[config.mk]
export PLATFORM = sky130hd
export DESIGN_NAME = dvp_pattern_tx
export DESIGN_NICKNAME = d
export VERILOG_FILES = /design/src/rtl/dvp_pkg.sv /design/src/rtl/dvp_pattern_gen.sv /design/src/rtl/dvp_pattern_tx.sv
export SDC_FILE = /design/constraint.sdc
export NUM_CORES = 1
export LEC_CHECK = 0
export CAP_MARGIN = 20
export CORE_ASPECT_RATIO = 1.4
export CORE_MARGIN = 1.5
export CORE_UTILIZATION = 55
export CTS_CLUSTER_SIZE = 12
export DETAILED_ROUTE_END_ITERATION = 10
export GPL_ROUTABILITY_DRIVEN = 1
export PLACE_DENSITY = 0.82
export SETUP_SLACK_MARGIN = 0.1
export SLEW_MARGIN = 10
export SYNTH_ARGS = -nofsm -noshare
export SYNTH_HDL_FRONTEND = slang
export SYNTH_SLANG_ARGS = --single-unit
[constraint.sdc]
create_clock -name clk -period 6.9 [get_ports clk]
set_clock_uncertainty 0.1 [all_clocks]
set_input_delay 1.725 -clock clk [delete_from_list [all_inputs] [get_ports clk]]
set_output_delay 1.725 -clock clk [all_outputs]
set_load 0.02 [all_outputs]
[src/rtl/dvp_pkg.sv]
// Shared definitions for the DVP test-pattern transmitter: FSM state
// encoding, test-pattern select codes and a small elaboration helper.
package dvp_pkg;

  typedef enum logic [2:0] {
    IDLE   = 3'd0,
    VSYNC  = 3'd1,
    VBP    = 3'd2,
    ACTIVE = 3'd3,
    HBLANK = 3'd4,
    VFP    = 3'd5
  } state_t;

  typedef enum logic [1:0] {
    PAT_X   = 2'd0,  // horizontal ramp
    PAT_Y   = 2'd1,  // vertical ramp
    PAT_XOR = 2'd2,  // x ^ y checkerboard-like pattern
    PAT_RED = 2'd3   // solid RGB565 red
  } pat_t;

  localparam logic [15:0] RED_565 = 16'hF800;

  // Larger of two integers, used to size the shared timing counter.
  function automatic int max_of(input int a, input int b);
    return (a > b) ? a : b;
  endfunction

endpackage

[src/rtl/dvp_pattern_gen.sv]
// Combinational pixel generator: selects the RGB565 test pattern for the
// current (x, y) position. Optional macro DVP_TX_FRAME_TAG_EN replaces
// pixel (0,0) of every frame with the completed-frame count.
module dvp_pattern_gen
  import dvp_pkg::*;
(
  input  logic [15:0] x,
  input  logic [15:0] y,
  input  pat_t        sel,
  input  logic [15:0] frame_cnt,
  output logic [15:0] pixel
);

  logic [15:0] pattern;

  // Pattern value for the current position.
  always_comb begin
    pattern = 16'h0000;
    unique case (sel)
      PAT_X:   pattern = x;
      PAT_Y:   pattern = y;
      PAT_XOR: pattern = x ^ y;
      PAT_RED: pattern = RED_565;
    endcase
  end

`ifdef DVP_TX_FRAME_TAG_EN
  // First pixel of the frame carries the frame number.
  assign pixel = ((x == 16'd0) && (y == 16'd0)) ? frame_cnt : pattern;
`else
  logic unused_frame_cnt;
  assign unused_frame_cnt = ^frame_cnt;
  assign pixel = pattern;
`endif

endmodule

[src/rtl/dvp_pattern_tx.sv]
// DVP (camera-style) test-pattern transmitter. Generates vsync/href
// framing and RGB565 pixel bytes (high byte first) from a six-state FSM.
// Optional macro: DVP_TX_FRAME_TAG_EN (frame number in pixel (0,0)).
module dvp_pattern_tx
  import dvp_pkg::*;
#(
  parameter int H_ACTIVE  = 16,
  parameter int V_ACTIVE  = 8,
  parameter int H_BLANK   = 8,
  parameter int VSYNC_CYC = 32,
  parameter int VBP_CYC   = 16,
  parameter int VFP_CYC   = 16
) (
  input  logic        clk,
  input  logic        rst,
  input  logic        enable,
  input  logic [1:0]  pattern_sel,
  output logic        cmos_vsync,
  output logic        cmos_href,
  output logic [7:0]  cmos_data,
  output logic        frame_done,
  output logic [15:0] frame_cnt
);

  // One counter times every phase; in ACTIVE it is the byte index.
  localparam int CNT_MAX = max_of(max_of(max_of(2 * H_ACTIVE, V_ACTIVE),
                                         max_of(H_BLANK, VSYNC_CYC)),
                                  max_of(VBP_CYC, VFP_CYC));
  localparam int CNT_W = (CNT_MAX > 1) ? $clog2(CNT_MAX) : 1;

  localparam logic [CNT_W-1:0] VSYNC_LAST = CNT_W'(VSYNC_CYC - 1);
  localparam logic [CNT_W-1:0] VBP_LAST   = CNT_W'(VBP_CYC - 1);
  localparam logic [CNT_W-1:0] ACT_LAST   = CNT_W'(2 * H_ACTIVE - 1);
  localparam logic [CNT_W-1:0] HB_LAST    = CNT_W'(H_BLANK - 1);
  localparam logic [CNT_W-1:0] VFP_LAST   = CNT_W'(VFP_CYC - 1);
  localparam logic [CNT_W-1:0] Y_LAST     = CNT_W'(V_ACTIVE - 1);

  state_t           state, state_nxt;
  logic [CNT_W-1:0] cnt, cnt_nxt;
  logic [CNT_W-1:0] y, y_nxt;
  pat_t             sel_q, sel_nxt;
  logic             last_line;
  logic [15:0]      pixel;

  assign last_line = (y == Y_LAST);

  // State, counters and latched pattern select.
  // NOTE: sequential state uses non-blocking (<=) so every register samples
  // pre-edge values; blocking here would create order-dependent races.
  always_ff @(posedge clk or posedge rst) begin
    if (rst) begin
      state     <= IDLE;
      cnt       <= '0;
      y         <= '0;
      sel_q     <= PAT_X;
      frame_cnt <= 16'h0000;
    end else begin
      state <= state_nxt;
      cnt   <= cnt_nxt;
      y     <= y_nxt;
      sel_q <= sel_nxt;
      if (frame_done) frame_cnt <= frame_cnt + 16'd1;
    end
  end

  // Next-state and counter update; pattern select latched at frame start.
  // NOTE: every output of this block gets a default first, so no path
  // leaves a variable unassigned and no latch is inferred.
  always_comb begin
    state_nxt = state;
    cnt_nxt   = cnt + CNT_W'(1);
    y_nxt     = y;
    sel_nxt   = sel_q;
    unique case (state)
      IDLE: begin
        cnt_nxt = '0;
        if (enable) begin
          state_nxt = VSYNC;
          sel_nxt   = pat_t'(pattern_sel);
        end
      end
      VSYNC: begin
        if (cnt == VSYNC_LAST) begin
          state_nxt = VBP;
          cnt_nxt   = '0;
        end
      end
      VBP: begin
        if (cnt == VBP_LAST) begin
          state_nxt = ACTIVE;
          cnt_nxt   = '0;
          y_nxt     = '0;
        end
      end
      ACTIVE: begin
        if (cnt == ACT_LAST) begin
          cnt_nxt   = '0;
          state_nxt = last_line ? VFP : HBLANK;
        end
      end
      HBLANK: begin
        if (cnt == HB_LAST) begin
          state_nxt = ACTIVE;
          cnt_nxt   = '0;
          y_nxt     = y + CNT_W'(1);
        end
      end
      VFP: begin
        if (cnt == VFP_LAST) begin
          cnt_nxt = '0;
          y_nxt   = '0;
          if (enable) begin
            state_nxt = VSYNC;
            sel_nxt   = pat_t'(pattern_sel);
          end else begin
            state_nxt = IDLE;
          end
        end
      end
      default: begin
        state_nxt = IDLE;
        cnt_nxt   = '0;
        y_nxt     = '0;
      end
    endcase
  end

  dvp_pattern_gen u_pattern_gen (
    .x         (16'(cnt >> 1)),
    .y         (16'(y)),
    .sel       (sel_q),
    .frame_cnt (frame_cnt),
    .pixel     (pixel)
  );

  // Moore outputs decoded from registered state only.
  assign cmos_vsync = (state == VSYNC);
  assign cmos_href  = (state == ACTIVE);
  assign cmos_data  = !cmos_href ? 8'h00 : (cnt[0] ? pixel[7:0] : pixel[15:8]);
  assign frame_done = (state == ACTIVE) && (cnt == ACT_LAST) && last_line;

endmodule

==> run metrics <==
status complete, no violations; top cells by area, synth dfrtp_1 (41%), xnor2_1 (7.4%), ha_1 (4.7%); Detailed Route WL 4400 um; Synth Warn # 0; Hold WC Path Type reg -> reg; clk root buf clkbuf_8; hold path startpoint frame_cnt[6]; crit-path max cell delay 0.71 ns; critical-path cell list ha_1, and3_1, ha_1, and4b_1, and4_1, clkdlybuf4s50_1; Yosys top cell area share 41.2%; dominant cell type by area after synthesis dfrtp_1; Util after Layout 72.0%; largest net degree at the start of global routing 32; Post-synth EDFFs 0; r2r startpoint cnt[0]; Setup Fix Bufs, Post-CTS 0; largest fanout on the critical path 17; Syn Area/Cell 9.18 um2; CP dominant cell by count ha_1; reg2reg end frame_cnt[1]; setup_tns 0 ns; vias per inst 6.04; DRT antenna net count 0; min cycle time layout 4.92 ns; worst path arrival time 3.10 ns; WP buf/inv 1; crit path from cnt[0]; initial DRC count 91; DRT Pass-1 Iters 4; Starting Density 59.1%; DIE WIDTH 52.4 um; register area 776 um2; Max Slew Vio Count 0; Port Buffers 31; clock net sink count 31; distinct cell type count after synthesis 41; io pins 32; asr flop ratio synth 100%; fin nets 245; dpl cells 265; CP required 5.08 ns; die height 72.2 um; Startpoint Class flop; CTS tree yes; Max Clock Freq 203 MHz; Hold Fails Final Rpt 0; crit path capture type output port; Worst-Skew Late Latency 0.30 ns; area grow syn2layout 21.8%; slowest CP cell clkdlybuf4s50_1; GRT Resource Usage Total 26.4%; Die ar. 0.00379 mm2; initial antenna violation count 0; Primary FF master, synth dfrtp_1; Placed Area 0.00217 mm2; # fillers 239; number of buffers created by CTS 5; H-tree depth 2; critical path class reg -> out; Leakage 0.946 nW; Rel. slew slack 60.4%; number of global-route vias before repair 1636; fin cells 273; clk slew on worst S/H paths 0.07 ns; fin area 0.00229 mm2; first-pass GRT wire length 7430 um; Syn Inst Count 205; Cells on Worst Hold Path 1; syn_nets 217; P per Cell Area 168 mW/mm2; post-synthesis sequential area ratio 41.2%; routability cong. 0.904; Multi-input gate area 987 um2; average wire per standard cell 16.1 um; final-report setup violation count 0; hold_buf cts 0; synthesized flop and latch total 31; worst hold endpoint frame_cnt[6]; R2R cell count 6; diode count 0; post-placement worst setup slack 2.35 ns; Tightest Pin Transition 0.595 ns; Peak VDD IR 0.000206 V; clk buf depth 2; Synth Cell Area 0.00188 mm2; Final HPWL DP 3140 um; Final Cycle Share 71.3%; total number of vias 1648; DRC 0; PnR worst setup slack 1.98 ns; post-cts resize count 0; r2r setup slk 4.20 ns; ratio of cells with drive above 1 in the final layout 6.84%; row count 24; core region area 0.00318 mm2; RSZ-0062 raised after global routing false; MaxCap Viol Count 0; GRT overflow 0; CP top delay family simple AND/OR/NAND/NOR gates
## state kept, by name, indices dropped and copies added (netlist names)
register,flops
cnt,5
state,3
frame_cnt,16
sel_q,2
y,5
## where the power goes
group          leakage (nW)  internal [W]  switching [W]
Clock                0.0612      0.000117      0.0000735
Combinational         0.468    0.00000423     0.00000591
Sequential            0.417      0.000182     0.00000139
Total                 0.946      0.000303      0.0000808
## worst register-to-register path, stage by stage, from the launching register on
cell,delay (ns)
dfrtp_1,0.48
ha_1,0.26
and3_1,0.25
ha_1,0.27
and4b_1,0.26
and4_1,0.57
mux2_2,0.40
## worst max path at each step
stage | end | slack (ns) | cells past startpoint
floorplan | cmos_data[6] | 3.30 | 5
global route | frame_done | 1.82 | 6
global placement | frame_done | 2.48 | 6
detailed placement | frame_done | 2.35 | 6
CTS | frame_done | 1.99 | 6
finish | frame_done | 1.98 | 6
## routing by layer
| layer | global-route usage [%] | vias to the layer above | wire [um] |
|---|---|---|---|
| met5 | 0 | - | 0 |
| met4 | 15.4 | 0 | 157 |
| met3 | 6.38 | 17 | 224 |
| met2 | 45.1 | 64 | 2350 |
| met1 | 29.0 | 798 | 1670 |
| li1 | - | 769 | - |
## logic make-up after synthesis
family | synth area share [%]
AOI/OAI and AO/OA | 12.6
xor gates and xnor gates | 8.38
buffers and inverters | 6.32
muxes | 3.46
and+or+nand+nor | 23.3
DFF | 41.2
adders and majority gates | 4.65
## cells in the final DEF (no fill, tap or decap), types with 2 or more instances in the layout
cell type	n
nor3_1	2
ha_1	7
nand3_1	13
and3_1	4
nand4_1	6
nand2_1	21
o21ai_0	10
nor2_1	15
inv_1	12
a21o_1	2
and2_1	2
and4_1	4
a41oi_1	2
xor2_1	2
a32oi_1	2
o22ai_1	3
dfrtp_1	31
mux2i_1	2
nand2b_1	7
clkbuf_8	6
a31oi_1	2
nor2b_1	4
nand3b_1	2
clkdlybuf4s50_1	31
mux2_2	4
a21oi_1	8
xnor2_1	16
## layout make-up
class	instances	share of cell area, %
Clock inverter	2	1.53
Sequential cell	31	33.8
Clock buffer	6	3.60
Inverter	12	1.97
Multi-Input combinational cell	151	43.1
Timing Repair Buffer	32	13.9
Tap cell	39	2.13
## synth_stat cells (2+ instances only)
cell and n:
a21o_1 2, a31oi_1 2, nand3b_1 2, nor2_1 15
and4_1 4, and3_1 4, o21ai_0 10, a21oi_1 8
a41oi_1 2, and2_1 2, ha_1 7, mux2_2 4
nor3_1 2, mux2i_1 2, nand4_1 6, nor2b_1 4
nand2b_1 7, xor2_1 2, a32oi_1 2, buf_2 2
nand2_1 21, xnor2_1 16, nand3_1 13, clkbuf_1 4
inv_1 12, dfrtp_1 31, buf_4 3, o22ai_1 3
## metrics by stage
step	power (W)	hold slack [ns]
finish	0.000384	0.396
global route	0.000396	0.418
CTS	0.000385	0.398
detailed placement	0.000197	0.387
global placement	0.000197	0.365
floorplan	0.000192	0.375
Note: power is estimated with default switching activity, not from simulation.
